[src/rtl/writeback_stage_if.sv]
// Handshake and register-file write bundle between the memory stage, the data-memory
// response path and the writeback stage.
interface writeback_stage_if #(
  parameter int unsigned XLEN = 32
);
  logic            i_valid;
  logic            o_ready;
  logic [4:0]      i_rd;
  logic [1:0]      i_wb_sel;
  logic [2:0]      i_funct3;
  logic [XLEN-1:0] i_alu_result;
  logic [XLEN-1:0] i_pc;
  logic            i_mem_rvalid;
  logic [XLEN-1:0] i_mem_rdata;
  logic            o_write_enable;
  logic [4:0]      o_rd_addr;
  logic [XLEN-1:0] o_write_data;
  logic            o_retire;
  logic            o_fault;

  modport master (
    output i_valid, i_rd, i_wb_sel, i_funct3, i_alu_result, i_pc, i_mem_rvalid, i_mem_rdata,
    input  o_ready, o_write_enable, o_rd_addr, o_write_data, o_retire, o_fault
  );

  modport slave (
    input  i_valid, i_rd, i_wb_sel, i_funct3, i_alu_result, i_pc, i_mem_rvalid, i_mem_rdata,
    output o_ready, o_write_enable, o_rd_addr, o_write_data, o_retire, o_fault
  );
endinterface

[src/rtl/writeback_stage.sv]
// Final pipeline stage: selects ALU / load / link result, waits for load data, extracts and
// extends the addressed byte or halfword, and drives the register-file write port.
module writeback_stage #(
  parameter int unsigned XLEN = 32
) (
  input  logic              i_clk,
  input  logic              i_rst_n,
  writeback_stage_if.slave  wb
);

  localparam logic [1:0] WbAlu  = 2'd0;
  localparam logic [1:0] WbLoad = 2'd1;
  localparam logic [1:0] WbLink = 2'd2;
  localparam logic [1:0] WbNone = 2'd3;

  typedef enum logic [1:0] {StIdle, StWaitMem, StCommit} state_e;

  state_e          state_q, state_d;
  logic [4:0]      ld_rd_q, ld_rd_d;
  logic [2:0]      ld_funct3_q, ld_funct3_d;
  logic [1:0]      ld_off_q, ld_off_d;
  logic            ld_fault_q, ld_fault_d;
  logic            we_q, we_d;
  logic [4:0]      rd_addr_q, rd_addr_d;
  logic [XLEN-1:0] wdata_q, wdata_d;
  logic            retire_q, retire_d;
  logic            fault_q, fault_d;

  logic            ready;
  logic            accept;
  logic            in_illegal;
  logic            in_misaligned;
  logic [7:0]      byte_sel;
  logic [15:0]     half_sel;
  logic [XLEN-1:0] load_data;
  logic [XLEN-1:0] direct_data;

  assign ready  = (state_q != StWaitMem);
  assign accept = wb.i_valid && ready;

  always_comb begin
    in_illegal    = (wb.i_funct3 == 3'd3) || (wb.i_funct3 == 3'd6) || (wb.i_funct3 == 3'd7);
    in_misaligned = 1'b0;
    if ((wb.i_funct3 == 3'd1) || (wb.i_funct3 == 3'd5)) begin
      in_misaligned = wb.i_alu_result[0];
    end else if (wb.i_funct3 == 3'd2) begin
      in_misaligned = (wb.i_alu_result[1:0] != 2'b00);
    end
  end

  // Memory returns the aligned word; the latched offset picks the lane.
  always_comb begin
    byte_sel = wb.i_mem_rdata[{ld_off_q, 3'b000} +: 8];
    half_sel = ld_off_q[1] ? wb.i_mem_rdata[31:16] : wb.i_mem_rdata[15:0];
    case (ld_funct3_q)
      3'd0:    load_data = {{(XLEN-8){byte_sel[7]}}, byte_sel};
      3'd1:    load_data = {{(XLEN-16){half_sel[15]}}, half_sel};
      3'd4:    load_data = {{(XLEN-8){1'b0}}, byte_sel};
      3'd5:    load_data = {{(XLEN-16){1'b0}}, half_sel};
      default: load_data = wb.i_mem_rdata;
    endcase
  end

  always_comb begin
    direct_data = wb.i_alu_result;
    if (wb.i_wb_sel == WbLink) begin
      direct_data = wb.i_pc + XLEN'(4);
    end
  end

  always_comb begin
    state_d     = state_q;
    ld_rd_d     = ld_rd_q;
    ld_funct3_d = ld_funct3_q;
    ld_off_d    = ld_off_q;
    ld_fault_d  = ld_fault_q;
    we_d        = 1'b0;
    rd_addr_d   = rd_addr_q;
    wdata_d     = wdata_q;
    retire_d    = 1'b0;
    fault_d     = 1'b0;

    unique case (state_q)
      StIdle, StCommit: begin
        state_d = StIdle;
        if (accept) begin
          if (wb.i_wb_sel == WbLoad) begin
            state_d     = StWaitMem;
            ld_rd_d     = wb.i_rd;
            ld_funct3_d = wb.i_funct3;
            ld_off_d    = wb.i_alu_result[1:0];
            ld_fault_d  = in_illegal || in_misaligned;
          end else begin
            state_d  = StCommit;
            retire_d = 1'b1;
            we_d     = (wb.i_wb_sel != WbNone) && (wb.i_rd != 5'd0);
            if (we_d) begin
              rd_addr_d = wb.i_rd;
              wdata_d   = direct_data;
            end
          end
        end
      end
      StWaitMem: begin
        if (wb.i_mem_rvalid) begin
          state_d  = StCommit;
          retire_d = 1'b1;
          fault_d  = ld_fault_q;
          we_d     = !ld_fault_q && (ld_rd_q != 5'd0);
          if (we_d) begin
            rd_addr_d = ld_rd_q;
            wdata_d   = load_data;
          end
        end
      end
      default: state_d = StIdle;
    endcase
  end

  always_ff @(posedge i_clk or negedge i_rst_n) begin
    if (!i_rst_n) begin
      state_q     <= StIdle;
      ld_rd_q     <= 5'd0;
      ld_funct3_q <= 3'd0;
      ld_off_q    <= 2'd0;
      ld_fault_q  <= 1'b0;
      we_q        <= 1'b0;
      rd_addr_q   <= 5'd0;
      wdata_q     <= '0;
      retire_q    <= 1'b0;
      fault_q     <= 1'b0;
    end else begin
      state_q     <= state_d;
      ld_rd_q     <= ld_rd_d;
      ld_funct3_q <= ld_funct3_d;
      ld_off_q    <= ld_off_d;
      ld_fault_q  <= ld_fault_d;
      we_q        <= we_d;
      rd_addr_q   <= rd_addr_d;
      wdata_q     <= wdata_d;
      retire_q    <= retire_d;
      fault_q     <= fault_d;
    end
  end

  assign wb.o_ready        = ready;
  assign wb.o_write_enable = we_q;
  assign wb.o_rd_addr      = rd_addr_q;
  assign wb.o_write_data   = wdata_q;
  assign wb.o_retire       = retire_q;
  assign wb.o_fault        = fault_q;

  logic unused_wb_sel;
  assign unused_wb_sel = (wb.i_wb_sel == WbAlu);

endmodule

[src/flat_wrapper.sv]
// flat-port wrapper written by rule: the top's interface ports become plain ports
module writeback_stage_flat 
#(
  parameter int unsigned XLEN = 32
)
  (i_clk, i_rst_n, wb_i_valid, wb_i_rd, wb_i_wb_sel, wb_i_funct3, wb_i_alu_result, wb_i_pc, wb_i_mem_rvalid, wb_i_mem_rdata, wb_o_ready, wb_o_write_enable, wb_o_rd_addr, wb_o_write_data, wb_o_retire, wb_o_fault);
  writeback_stage_if #(.XLEN(XLEN)) wb_i ();
  input  logic i_clk;
  input  logic i_rst_n;
  input wire logic [$bits(wb_i.i_valid)-1:0] wb_i_valid;
  input wire logic [$bits(wb_i.i_rd)-1:0] wb_i_rd;
  input wire logic [$bits(wb_i.i_wb_sel)-1:0] wb_i_wb_sel;
  input wire logic [$bits(wb_i.i_funct3)-1:0] wb_i_funct3;
  input wire logic [$bits(wb_i.i_alu_result)-1:0] wb_i_alu_result;
  input wire logic [$bits(wb_i.i_pc)-1:0] wb_i_pc;
  input wire logic [$bits(wb_i.i_mem_rvalid)-1:0] wb_i_mem_rvalid;
  input wire logic [$bits(wb_i.i_mem_rdata)-1:0] wb_i_mem_rdata;
  output wire logic [$bits(wb_i.o_ready)-1:0] wb_o_ready;
  output wire logic [$bits(wb_i.o_write_enable)-1:0] wb_o_write_enable;
  output wire logic [$bits(wb_i.o_rd_addr)-1:0] wb_o_rd_addr;
  output wire logic [$bits(wb_i.o_write_data)-1:0] wb_o_write_data;
  output wire logic [$bits(wb_i.o_retire)-1:0] wb_o_retire;
  output wire logic [$bits(wb_i.o_fault)-1:0] wb_o_fault;
  assign wb_i.i_valid = wb_i_valid;
  assign wb_i.i_rd = wb_i_rd;
  assign wb_i.i_wb_sel = wb_i_wb_sel;
  assign wb_i.i_funct3 = wb_i_funct3;
  assign wb_i.i_alu_result = wb_i_alu_result;
  assign wb_i.i_pc = wb_i_pc;
  assign wb_i.i_mem_rvalid = wb_i_mem_rvalid;
  assign wb_i.i_mem_rdata = wb_i_mem_rdata;
  assign wb_o_ready = wb_i.o_ready;
  assign wb_o_write_enable = wb_i.o_write_enable;
  assign wb_o_rd_addr = wb_i.o_rd_addr;
  assign wb_o_write_data = wb_i.o_write_data;
  assign wb_o_retire = wb_i.o_retire;
  assign wb_o_fault = wb_i.o_fault;
  writeback_stage #(.XLEN(XLEN)) u_core (.i_clk(i_clk), .i_rst_n(i_rst_n), .wb(wb_i));
endmodule
[config.mk]
export PLATFORM = sky130hd
export DESIGN_NAME = writeback_stage_flat
export DESIGN_NICKNAME = d
export VERILOG_FILES = /design/src/rtl/writeback_stage_if.sv /design/src/rtl/writeback_stage.sv /design/src/flat_wrapper.sv
export SDC_FILE = /design/constraint.sdc
export NUM_CORES = 1
export LEC_CHECK = 0
export ABC_AREA = 1
export CAP_MARGIN = 20
export CORE_ASPECT_RATIO = 0.9
export CORE_MARGIN = 2
export CORE_UTILIZATION = 51
export CTS_BUF_LIST = sky130_fd_sc_hd__clkbuf_8
export DETAILED_ROUTE_END_ITERATION = 10
export PLACE_DENSITY_LB_ADDON = 0.15
export SYNTH_ARGS = -nofsm -noshare
export SYNTH_HDL_FRONTEND = slang
export SYNTH_SLANG_ARGS = --single-unit
[constraint.sdc]
create_clock -name i_clk -period 2.1 [get_ports i_clk]
set_input_delay 0.525 -clock i_clk [delete_from_list [all_inputs] [get_ports i_clk]]
set_output_delay 0.525 -clock i_clk [all_outputs]
set_load 0.03 [all_outputs]
==> reports/metrics.cfg, run 1 <==
[status]
status = completed

[pwr]
switching_share = 0.4242
switchingPower_w = 0.001727
combPwrFrac = 0.509
intPower_w = 0.002345
clkPwrFrac = 0.150
p_leak_nw = 3.032
ir_worst_vdd_mv = 0.4588
pwr-share-seq = 0.341
power_density_nw_per_um2 = 634.3

[routing]
remaining_drc_errors = 0
vias = 5598
detail_route.wl_per_cell_um = 15.97
first_pass_iters = 5
wirelength_um = 16070
drt_iter0_drc = 513
via_per_inst = 5.565
antenna_left = 0

[final_layout]
mostFrequentLayoutCell = nand2_1
final_cell_mix = nand2_1 (267), clkdlybuf4s50_1 (148), inv_1 (67), nor2_1 (61), o21ai_0 (57)
finalNonFillerCells = 1006
antennaDiodeCount = 0
drive_above_1_share = 0.1136
final_util = 0.7918
regArea_um2 = 1326
multiInputGateArea_um2 = 2550
fillers = 616
areaGrowthSynthToFinish_pct = 49.17
nets = 1017

[synth]
yosysWarnings = 0
syn_nets = 828
synth.distinct_cells = 36
synth-seq-cells = 53
netlist_instances = 717
synthesis.area_um2 = 4303
ys_seq_area_frac = 0.3082
synth_area_per_cell_um2 = 6.001

[floorplan]
row_count = 31
initial_core_util = 0.5308
fp.dieW_um = 100.8
placeableCoreArea_um2 = 8107
ios = 151
die_area_um2 = 9189
die_h_um = 91.14

[timing]
setup_slack_ps = 97.09
whs_ps = 260.7
hold_viol = 0
fmax_mhz = 499.3
final-max-slew-violation-count = 0
tns_ps = 0
post-route-period-util = 0.9538
relSlewSlack = 0.4947
clock_skew_ps = 9.808
setup_viol = 0
final.min_clock_period_ps = 2003
worst_pin_slew_ps = 758.0

[worst_setup_path]
worstPathArrival_ps = 2230
cp-end-kind = flop
critPathSlowestCell = clkdlybuf4s50_1
cp_data_required_time_ps = 2320
cp_max_fo = 5
crit_type = primary input to flop
crit_chain = clkdlybuf4s50_1, ha_1, nand2_1, nor2_4, nand2_4, nor2_4, nand3_1, nand3_1, nand2_1, nand2_1, nand2_1
startpoint_type = primary input
cpMostUsedCell = nand2_1
cp_slowest_stage_delay_ps = 530

[cts]
cts_made_buffers = 5
clk_pin_slew_worst_paths_ps = 100
htree_levels = 2
cts-hold-fix-buffers = 0
cts_tree = done
ctsRootBufferMaster = clkbuf_8
cts_sinks = 53
clk_path_buf_depth = 2
clk_latency_ps = 320

[grt]
grt.overflow.total = 0
grt_max_degree = 56
grt_pass1_wl_um = 25720
grt_use_total = 0.3524
grt_pass1_vias = 5246
antenna_found_initial = 0

[placement]
dp_slack_ps = -195.7
dpl.cell_count = 997
dp_hpwl_um = 12800
io_buffers = 150
gp_congestion = 0.9597

[job]
cap_violations = 0

[hold_path]
min-delay-path-class = primary input to asynchronous set/reset pin

cell type report:
cell class	count	area share
Sequential cell	53	0.2066
Clock inverter	3	0.003314
Multi-Input combinational cell	558	0.3973
Clock buffer	5	0.01072
Timing Repair Buffer	211	0.3177
Tap cell	99	0.01930
Inverter	77	0.04503
power groups by stage:
stage,sequential (W),combinational [W],clock [W]
6_report,0.00139,0.00207,0.000610
5_1_grt,0.00141,0.00222,0.000654
4_1_cts,0.00139,0.00205,0.000619
3_5_place_dp,0.00140,0.00204,0
3_3_place_gp,0.00140,0.00200,0
2_1_floorplan,0.00172,0.000745,0
metal layers:
layer / GRT usage / up-vias / part of all wire
met4: 0.08105 / 0 / 0.017
met1: 0.5155 / 2560 / 0.42
met3: 0.04234 / 26 / 0.10
met2: 0.5544 / 339 / 0.46
met5: 0 / - / 0
li1: - / 2673 / -
cell usage after synthesis:
| master | number | area, um^2 |
|---|---|---|
| dfrtp_1 | 53 | 1326 |
| nand3_2 | 1 | 10.01 |
| o211ai_1 | 2 | 15.01 |
| o21ai_0 | 58 | 290.3 |
| nor2_1 | 61 | 229.0 |
| nand2_1 | 267 | 1002 |
| nand2_2 | 8 | 50.05 |
| buf_6 | 1 | 11.26 |
| xor2_1 | 1 | 8.760 |
| nor2_2 | 8 | 50.05 |
| clkinv_1 | 4 | 15.01 |
| and2_1 | 1 | 6.260 |
| clkbuf_1 | 10 | 37.54 |
| o21a_1 | 1 | 7.510 |
| nand4_1 | 17 | 106.4 |
| ha_1 | 1 | 12.51 |
| o21ai_1 | 6 | 30.03 |
| nor3_1 | 5 | 25.02 |
| a31oi_1 | 1 | 6.260 |
| a211oi_1 | 1 | 7.510 |
| o21bai_1 | 6 | 45.04 |
| a21oi_1 | 45 | 225.2 |
| o21ai_2 | 1 | 8.760 |
| inv_1 | 67 | 251.5 |
| a22oi_1 | 1 | 7.510 |
| nor2_4 | 5 | 56.30 |
| nand2_4 | 2 | 22.52 |
| nor3b_1 | 1 | 7.510 |
| buf_1 | 1 | 3.750 |
| xnor2_1 | 2 | 17.52 |
| nand3_1 | 54 | 270.3 |
| buf_4 | 6 | 45.04 |
| inv_2 | 6 | 22.52 |
| buf_2 | 11 | 55.05 |
| a31o_2 | 1 | 8.760 |
| o2111ai_1 | 1 | 8.760 |
worst paths after layout:
path	from	end	slack (ps)	cells after the start
min in group i_clk	u_core.wb.o_write_data[23]$_DFFE_PN0P_	u_core.wb.o_write_data[23]$_DFFE_PN0P_	490	2
hold reg to reg	u_core.wb.o_write_data[23]$_DFFE_PN0P_	u_core.wb.o_write_data[23]$_DFFE_PN0P_	490	2
setup reg to reg	u_core.ld_funct3_q[0]$_DFFE_PN0P_	u_core.wb.o_write_data[3]$_DFFE_PN0P_	360	9
setup / recovery	wb_i_pc[3]	u_core.wb.o_write_data[26]$_DFFE_PN0P_	100	11
max in group asynchronous	i_rst_n	u_core.wb.o_write_data[31]$_DFFE_PN0P_	1240	2
hold / removal	i_rst_n	u_core.wb.o_rd_addr[1]$_DFFE_PN0P_	260	1
logic make-up after synthesis:
kind of cell | share of synthesized area
buf+inv | 0.1026
compound gates | 0.1535
fa+ha+maj | 0.002907
flops | 0.3082
xor+xnor | 0.006108
simple gates | 0.4266
critical path, delay by kind of cell:
| kind | cells | cell delay (ps) |
|---|---|---|
| buffers and inverters | 1 | 530 |
| AND/OR/NAND/NOR | 9 | 960 |
| adder cells (fa/ha/maj) | 1 | 200 |
through the flow:
step	cell area [um^2]	power [W]
finish	6419	0.004072
global placement	6311	0.003395
detailed placement	6311	0.003442
global route	6419	0.004290
floorplan	4303	0.002469
CTS	6401	0.004055
sequential cells by signal, summed over array words and instances (netlist names):
signal                    flops
u_core.ld_fault_q             1
u_core.ld_off_q               2
u_core.wb.o_write_enable      1
u_core.ld_rd_q                5
u_core.wb.o_retire            1
u_core.wb.o_rd_addr           5
u_core.wb.o_write_data       32
u_core.state_q                2
u_core.wb.o_fault             1
u_core.ld_funct3_q            3
repair_timing:
action	4_1_cts	5_1_grt
resized for setup	0	3
buffers inserted	0	1
setup endpoints to repair	0	3
No activity file was read; power rests on OpenSTA's default activity.
==> inputs of run 2 (changes only) <==
- CORE_ASPECT_RATIO: 0.9 -> 1.25
==> reports/metrics.cfg, run 2 (synthesis gave the netlist of run 1 again) <==
[cts]
clk_path_buf_depth = 2  ; unchanged
clk_latency_ps = 340  ; was 320 ps
clk_pin_slew_worst_paths_ps = 120  ; was 100 ps
htree_levels = 2  ; unchanged
cts_tree = done  ; unchanged
cts-hold-fix-buffers = 0  ; unchanged
cts_made_buffers = 5  ; unchanged
ctsRootBufferMaster = clkbuf_8  ; unchanged
postCtsSetupBuffers = 0  ; unchanged
cts_sinks = 53  ; unchanged

[status]
status = completed  ; unchanged

[worst_setup_path]
cp_max_fo = 2  ; was 5
rr_endpoint = u_core.wb.o_write_data[27]$_DFFE_PN0P_  ; was u_core.wb.o_write_data[3]$_DFFE_PN0P_
cp_slowest_stage_delay_ps = 690  ; was 530 ps
cp-end-kind = primary output  ; was flop
startpoint_type = flop  ; was primary input
crit_chain = clkdlybuf4s50_1  ; was clkdlybuf4s50_1, ha_1, nand2_1, nor2_4, nand2_4, nor2_4, nand3_1, nand3_1, nand2_1, nand2_1, nand2_1
rrSetupSlack_ps = 300  ; was 360 ps
cp_data_required_time_ps = 1570  ; was 2320 ps
crit_type = flop to primary output  ; was primary input to flop
worst-path-buf-inv = 1  ; unchanged
critPathSlowestCell = clkdlybuf4s50_1  ; unchanged
worstPathArrival_ps = 1450  ; was 2230 ps
rr_worst_depth = 7  ; was 9
critical_path.top_delay_family = buffers and inverters  ; was simple AND/OR/NAND/NOR gates
reg2reg_from = u_core.state_q[1]$_DFFE_PN0P_  ; was u_core.ld_funct3_q[0]$_DFFE_PN0P_

[final_layout]
final_cell_mix = nand2_1 (267), clkdlybuf4s50_1 (148), inv_1 (67), buf_4 (63), nor2_1 (61)  ; was nand2_1 (267), clkdlybuf4s50_1 (148), inv_1 (67), nor2_1 (61), o21ai_0 (57)
final_util = 0.7815  ; was 0.7918
antennaDiodeCount = 0  ; unchanged
areaGrowthSynthToFinish_pct = 48.82  ; was 49.17%
mostFrequentLayoutCell = nand2_1  ; unchanged
drive_above_1_share = 0.1173  ; was 0.1136
largest_register_ffs = 32  ; unchanged
final_area_um2 = 6404  ; was 6419 um^2
nets = 1022  ; was 1017

[placement]
io_buffers = 150  ; unchanged
placed_area_um2 = 6306  ; was 6311 um^2
dp_hpwl_um = 13590  ; was 12800 um
gp_congestion = 0.9762  ; was 0.9597
dp_slack_ps = -161.2  ; was -195.7 ps

[routing]
drt_iter0_drc = 428  ; was 513
via_per_inst = 5.703  ; was 5.565
remaining_drc_errors = 0  ; unchanged
vias = 5754  ; was 5598
wirelength_um = 17200  ; was 16070 um
antenna_left = 0  ; unchanged
detail_route.wl_per_cell_um = 17.04  ; was 15.97 um
first_pass_iters = 6  ; was 5

[timing]
post-route-period-util = 0.9425  ; was 0.9538
whs_ps = 173.5  ; was 260.7 ps
final.min_clock_period_ps = 1979  ; was 2003 ps
fmax_mhz = 505.2  ; was 499.3 MHz
worst_pin_slew_ps = 587.8  ; was 758.0 ps
final-max-slew-violation-count = 0  ; unchanged
setup_slack_ps = 120.7  ; was 97.09 ps
clock_skew_ps = 14.25  ; was 9.808 ps
relSlewSlack = 0.6081  ; was 0.4947
tns_ps = 0  ; unchanged
setup_viol = 0  ; unchanged
hold_viol = 0  ; unchanged
rsz0062_at_grt = false

[pwr]
power_density_nw_per_um2 = 645.0  ; was 634.3 nW/um^2
p_leak_nw = 3.045  ; was 3.032 nW
ir_worst_vdd_mv = 0.4824  ; was 0.4588 mV

[floorplan]
placeableCoreArea_um2 = 8194  ; was 8107 um^2
die_area_um2 = 9192  ; was 9189 um^2
die_h_um = 106.7  ; was 91.14 um
row_count = 37  ; was 31
ios = 151  ; unchanged
fp.dieW_um = 86.16  ; was 100.8 um
initial_core_util = 0.5251  ; was 0.5308

[job]
cap_violations = 0  ; unchanged

[grt]
grt_pass1_vias = 5732  ; was 5246
grt_use_total = 0.3871  ; was 0.3524
grt.overflow.total = 0  ; unchanged
grt_pass1_wl_um = 27710  ; was 25720 um
antenna_found_initial = 0  ; unchanged
grt_max_degree = 56  ; unchanged

[hold_path]
min-delay-path-class = primary input to asynchronous set/reset pin  ; unchanged

## run 2: cell count changes in the layout (fill, tap and decap cells not counted), sizes merged
cell / previous run / this run
buf: 63 / 67
clkinvlp: 1 / 2
clkinv: 5 / 4
dlymetal6s2s: 0 / 1
## run 2: repair_timing
action,CTS,global route
hold endpoints to repair,0,0
setup endpoints to repair,0,1
resized for setup,0,1
## run 2: where the power goes
| part | leakage [nW] | internal (W) | switching [W] | total [W] |
|---|---|---|---|---|
| logic | 2.35 | 0.000871 | 0.00122 | 0.00209 |
| registers | 0.657 | 0.00124 | 0.000149 | 0.00139 |
| clock network | 0.0423 | 0.000244 | 0.000409 | 0.000652 |
| total | 3.04 | 0.00235 | 0.00178 | 0.00413 |
## run 2: worst max path at each step
stage	startpoint	endpoint	slack, ps	depth (start not counted)
floorplan	wb_i_pc[2]	u_core.wb.o_write_data[22]$_DFFE_PN0P_	540	10
global placement	wb_i_pc[2]	u_core.wb.o_write_data[10]$_DFFE_PN0P_	-110	9
detailed placement	wb_i_pc[2]	u_core.wb.o_write_data[8]$_DFFE_PN0P_	-160	9
CTS	u_core.state_q[0]$_DFFE_PN0P_	wb_o_ready	20	4
global route	wb_i_pc[2]	u_core.wb.o_write_data[10]$_DFFE_PN0P_	40	9
finish	u_core.wb.o_write_data[31]$_DFFE_PN0P_	wb_o_write_data[31]	120	1
## run 2: cell type report
class                           count  area [um^2]
Multi-Input combinational cell    558         2540
Timing Repair Buffer              216         2032
Fill cell                         629         1790
Sequential cell                    53         1326
Inverter                           77        289.0
Tap cell                           97        121.4
Clock buffer                        5        68.82
Clock inverter                      3        26.28
## run 2: routing by layer
layer | share of wire | up-vias | global-route usage
li1 | - | 2688 | -
met4 | 0.082 | 0 | 0.2823
met3 | 0.068 | 102 | 0.05466
met1 | 0.35 | 2622 | 0.4118
met5 | 0 | - | 0
met2 | 0.50 | 342 | 0.6849
## run 2: metrics by stage
stage                     std cells  power [W]
final                          1009   0.004130
after global routing           1009   0.004347
after CTS                      1009   0.004112
after detailed placement       1001   0.003463
after global placement         1001   0.003408
after floorplan                 717   0.002469
==> inputs of run 3 (changes only) <==
--- a/config.mk
+++ b/config.mk
@@ -15,2 +15,3 @@
 export PLACE_DENSITY_LB_ADDON = 0.15
+export SLEW_MARGIN = 15
 export SYNTH_ARGS = -nofsm -noshare
--- a/constraint.sdc
+++ b/constraint.sdc
@@ -3,2 +3,2 @@
 set_output_delay 0.525 -clock i_clk [all_outputs]
-set_load 0.03 [all_outputs]
+set_load 0.02 [all_outputs]
==> reports/metrics.cfg, run 3 (synthesis gave the netlist of run 1 again) <==
[pwr]
switchingPower_w = 0.001644  ; was 0.001777 W
intPower_w = 0.002353  ; about the same
ir_worst_vdd_mv = 0.5404  ; was 0.4824 mV
switching_share = 0.4113  ; was 0.4303
p_leak_nw = 3.027  ; was 3.045 nW
power_density_nw_per_um2 = 626.0  ; was 645.0 nW/um^2
clkPwrFrac = 0.167  ; was 0.158
combPwrFrac = 0.486  ; was 0.506
pwr-share-seq = 0.347  ; was 0.336

[final_layout]
fillers = 637  ; was 629
final_cell_mix = nand2_1 (267), clkdlybuf4s50_1 (149), inv_1 (67), nor2_1 (61)  ; was nand2_1 (267), clkdlybuf4s50_1 (148), inv_1 (67), buf_4 (63), nor2_1 (61)
regArea_um2 = 1326  ; unchanged
nets = 1018  ; was 1022
antennaDiodeCount = 0  ; unchanged
final_area_um2 = 6384  ; was 6404 um^2
areaGrowthSynthToFinish_pct = 48.36  ; was 48.82%
multiInputGateArea_um2 = 2540  ; unchanged
mostFrequentLayoutCell = nand2_1  ; unchanged
final_util = 0.7791  ; was 0.7815
finalNonFillerCells = 1005  ; was 1009
drive_above_1_share = 0.1134  ; was 0.1173
largest_register_ffs = 32  ; unchanged

[timing]
tns_ps = 0  ; unchanged
clock_skew_ps = 17.78  ; was 14.25 ps
rsz0062_at_grt = false  ; unchanged
final-max-slew-violation-count = 0  ; unchanged
whs_ps = 171.1  ; was 173.5 ps
relSlewSlack = 0.6079  ; was 0.6081
fmax_mhz = 498.5  ; was 505.2 MHz
worst_pin_slew_ps = 588.1  ; was 587.8 ps
hold_viol = 0  ; unchanged
setup_viol = 0  ; unchanged
post-route-period-util = 0.9553  ; was 0.9425
final.min_clock_period_ps = 2006  ; was 1979 ps

[worst_setup_path]
cp_max_fo = 2  ; unchanged
crit_type = flop to primary output  ; unchanged
worstPathArrival_ps = 1480  ; was 1450 ps
cp_data_required_time_ps = 1570  ; about the same
cp-end-kind = primary output  ; unchanged
startpoint_type = flop  ; unchanged

[placement]
gp_congestion = 0.9980  ; was 0.9762
io_buffers = 150  ; unchanged
dpl.cell_count = 997  ; was 1001
dp_hpwl_um = 13310  ; was 13590 um
placed_area_um2 = 6289  ; was 6306 um^2

[floorplan]
die_area_um2 = 9192  ; unchanged
ios = 151  ; unchanged
row_count = 37  ; unchanged
initial_core_util = 0.5251  ; unchanged
fp.dieW_um = 86.16  ; unchanged
placeableCoreArea_um2 = 8194  ; unchanged
die_h_um = 106.7  ; unchanged

[routing]
via_per_inst = 5.584  ; was 5.703
antenna_left = 0  ; unchanged
detail_route.wl_per_cell_um = 16.69  ; was 17.04 um
remaining_drc_errors = 0  ; unchanged
drt_iter0_drc = 517  ; was 428
first_pass_iters = 7  ; was 6
wirelength_um = 16780  ; was 17200 um
vias = 5612  ; was 5754

[cts]
postCtsSetupBuffers = 0  ; unchanged
clk_pin_slew_worst_paths_ps = 130  ; was 120 ps
cts_made_buffers = 5  ; unchanged
ctsRootBufferMaster = clkbuf_8  ; unchanged
post_cts_resized = 0  ; unchanged
clk_path_buf_depth = 2  ; unchanged
cts_tree = done  ; unchanged
cts-hold-fix-buffers = 0  ; unchanged
cts_sinks = 53  ; unchanged
clk_latency_ps = 340  ; about the same
htree_levels = 2  ; unchanged

[job]
cap_violations = 0  ; unchanged

[grt]
grt_pass1_wl_um = 26580  ; was 27710 um
grt_max_degree = 36  ; was 56
grt_pass1_vias = 5674  ; was 5732
grt_use_total = 0.3721  ; was 0.3871
antenna_found_initial = 0  ; unchanged
grt.overflow.total = 0  ; unchanged

[status]
status = completed  ; unchanged

[hold_path]
min-delay-path-class = primary input to asynchronous set/reset pin  ; unchanged

-- run 3: power groups by stage --
stage | registers, W | logic [W] | clock network (W)
floorplan | 0.00159 | 0.000744 | 0
global placement | 0.00140 | 0.00187 | 0
detailed placement | 0.00140 | 0.00192 | 0
CTS | 0.00138 | 0.00193 | 0.000665
global route | 0.00141 | 0.00210 | 0.000706
finish | 0.00139 | 0.00194 | 0.000666
-- run 3: routing by layer --
| layer | GRT usage | share of wire | up-vias |
|---|---|---|---|
| met5 | 0 | 0 | - |
| met4 | 0.2574 | 0.072 | 0 |
| met3 | 0.05851 | 0.070 | 81 |
| met2 | 0.6656 | 0.50 | 341 |
| met1 | 0.3918 | 0.35 | 2518 |
| li1 | - | - | 2672 |
-- run 3: cell type report --
type / instances / area share
Multi-Input combinational cell: 558 / 0.3979
Clock inverter: 3 / 0.004116
Timing Repair Buffer: 212 / 0.3152
Inverter: 77 / 0.04528
Tap cell: 97 / 0.01901
Clock buffer: 5 / 0.01078
Sequential cell: 53 / 0.2078
-- run 3: critical path, cell delays in order, from the launching register on --
cell and delay (ps):
dfrtp_1 390, inv_2 80, nor2_4 40, inv_2 50, clkdlybuf4s50_1 590
-- run 3: stage by stage --
step                total power [W]  worst slack [ps]
floorplan                  0.002334             544.0
global placement           0.003269            -113.6
detailed placement         0.003322            -176.5
CTS                        0.003977             86.01
global route               0.004209             38.39
finish                     0.003996             93.95
-- run 3: worst paths after layout --
| path | from | end | slack (ps) | cells after the start |
|---|---|---|---|---|
| worst max register to register | u_core.state_q[1]$_DFFE_PN0P_ | u_core.wb.o_write_data[26]$_DFFE_PN0P_ | 300 | 8 |
| max in group asynchronous | i_rst_n | u_core.wb.o_write_enable$_DFF_PN0_ | 1320 | 2 |
| worst max-delay path | u_core.state_q[0]$_DFFE_PN0P_ | wb_o_ready | 90 | 4 |
| worst min-delay path | i_rst_n | u_core.wb.o_write_data[13]$_DFFE_PN0P_ | 170 | 1 |
| min in group i_clk | u_core.wb.o_write_data[21]$_DFFE_PN0P_ | u_core.wb.o_write_data[21]$_DFFE_PN0P_ | 490 | 2 |
| worst min register to register | u_core.wb.o_write_data[21]$_DFFE_PN0P_ | u_core.wb.o_write_data[21]$_DFFE_PN0P_ | 490 | 2 |
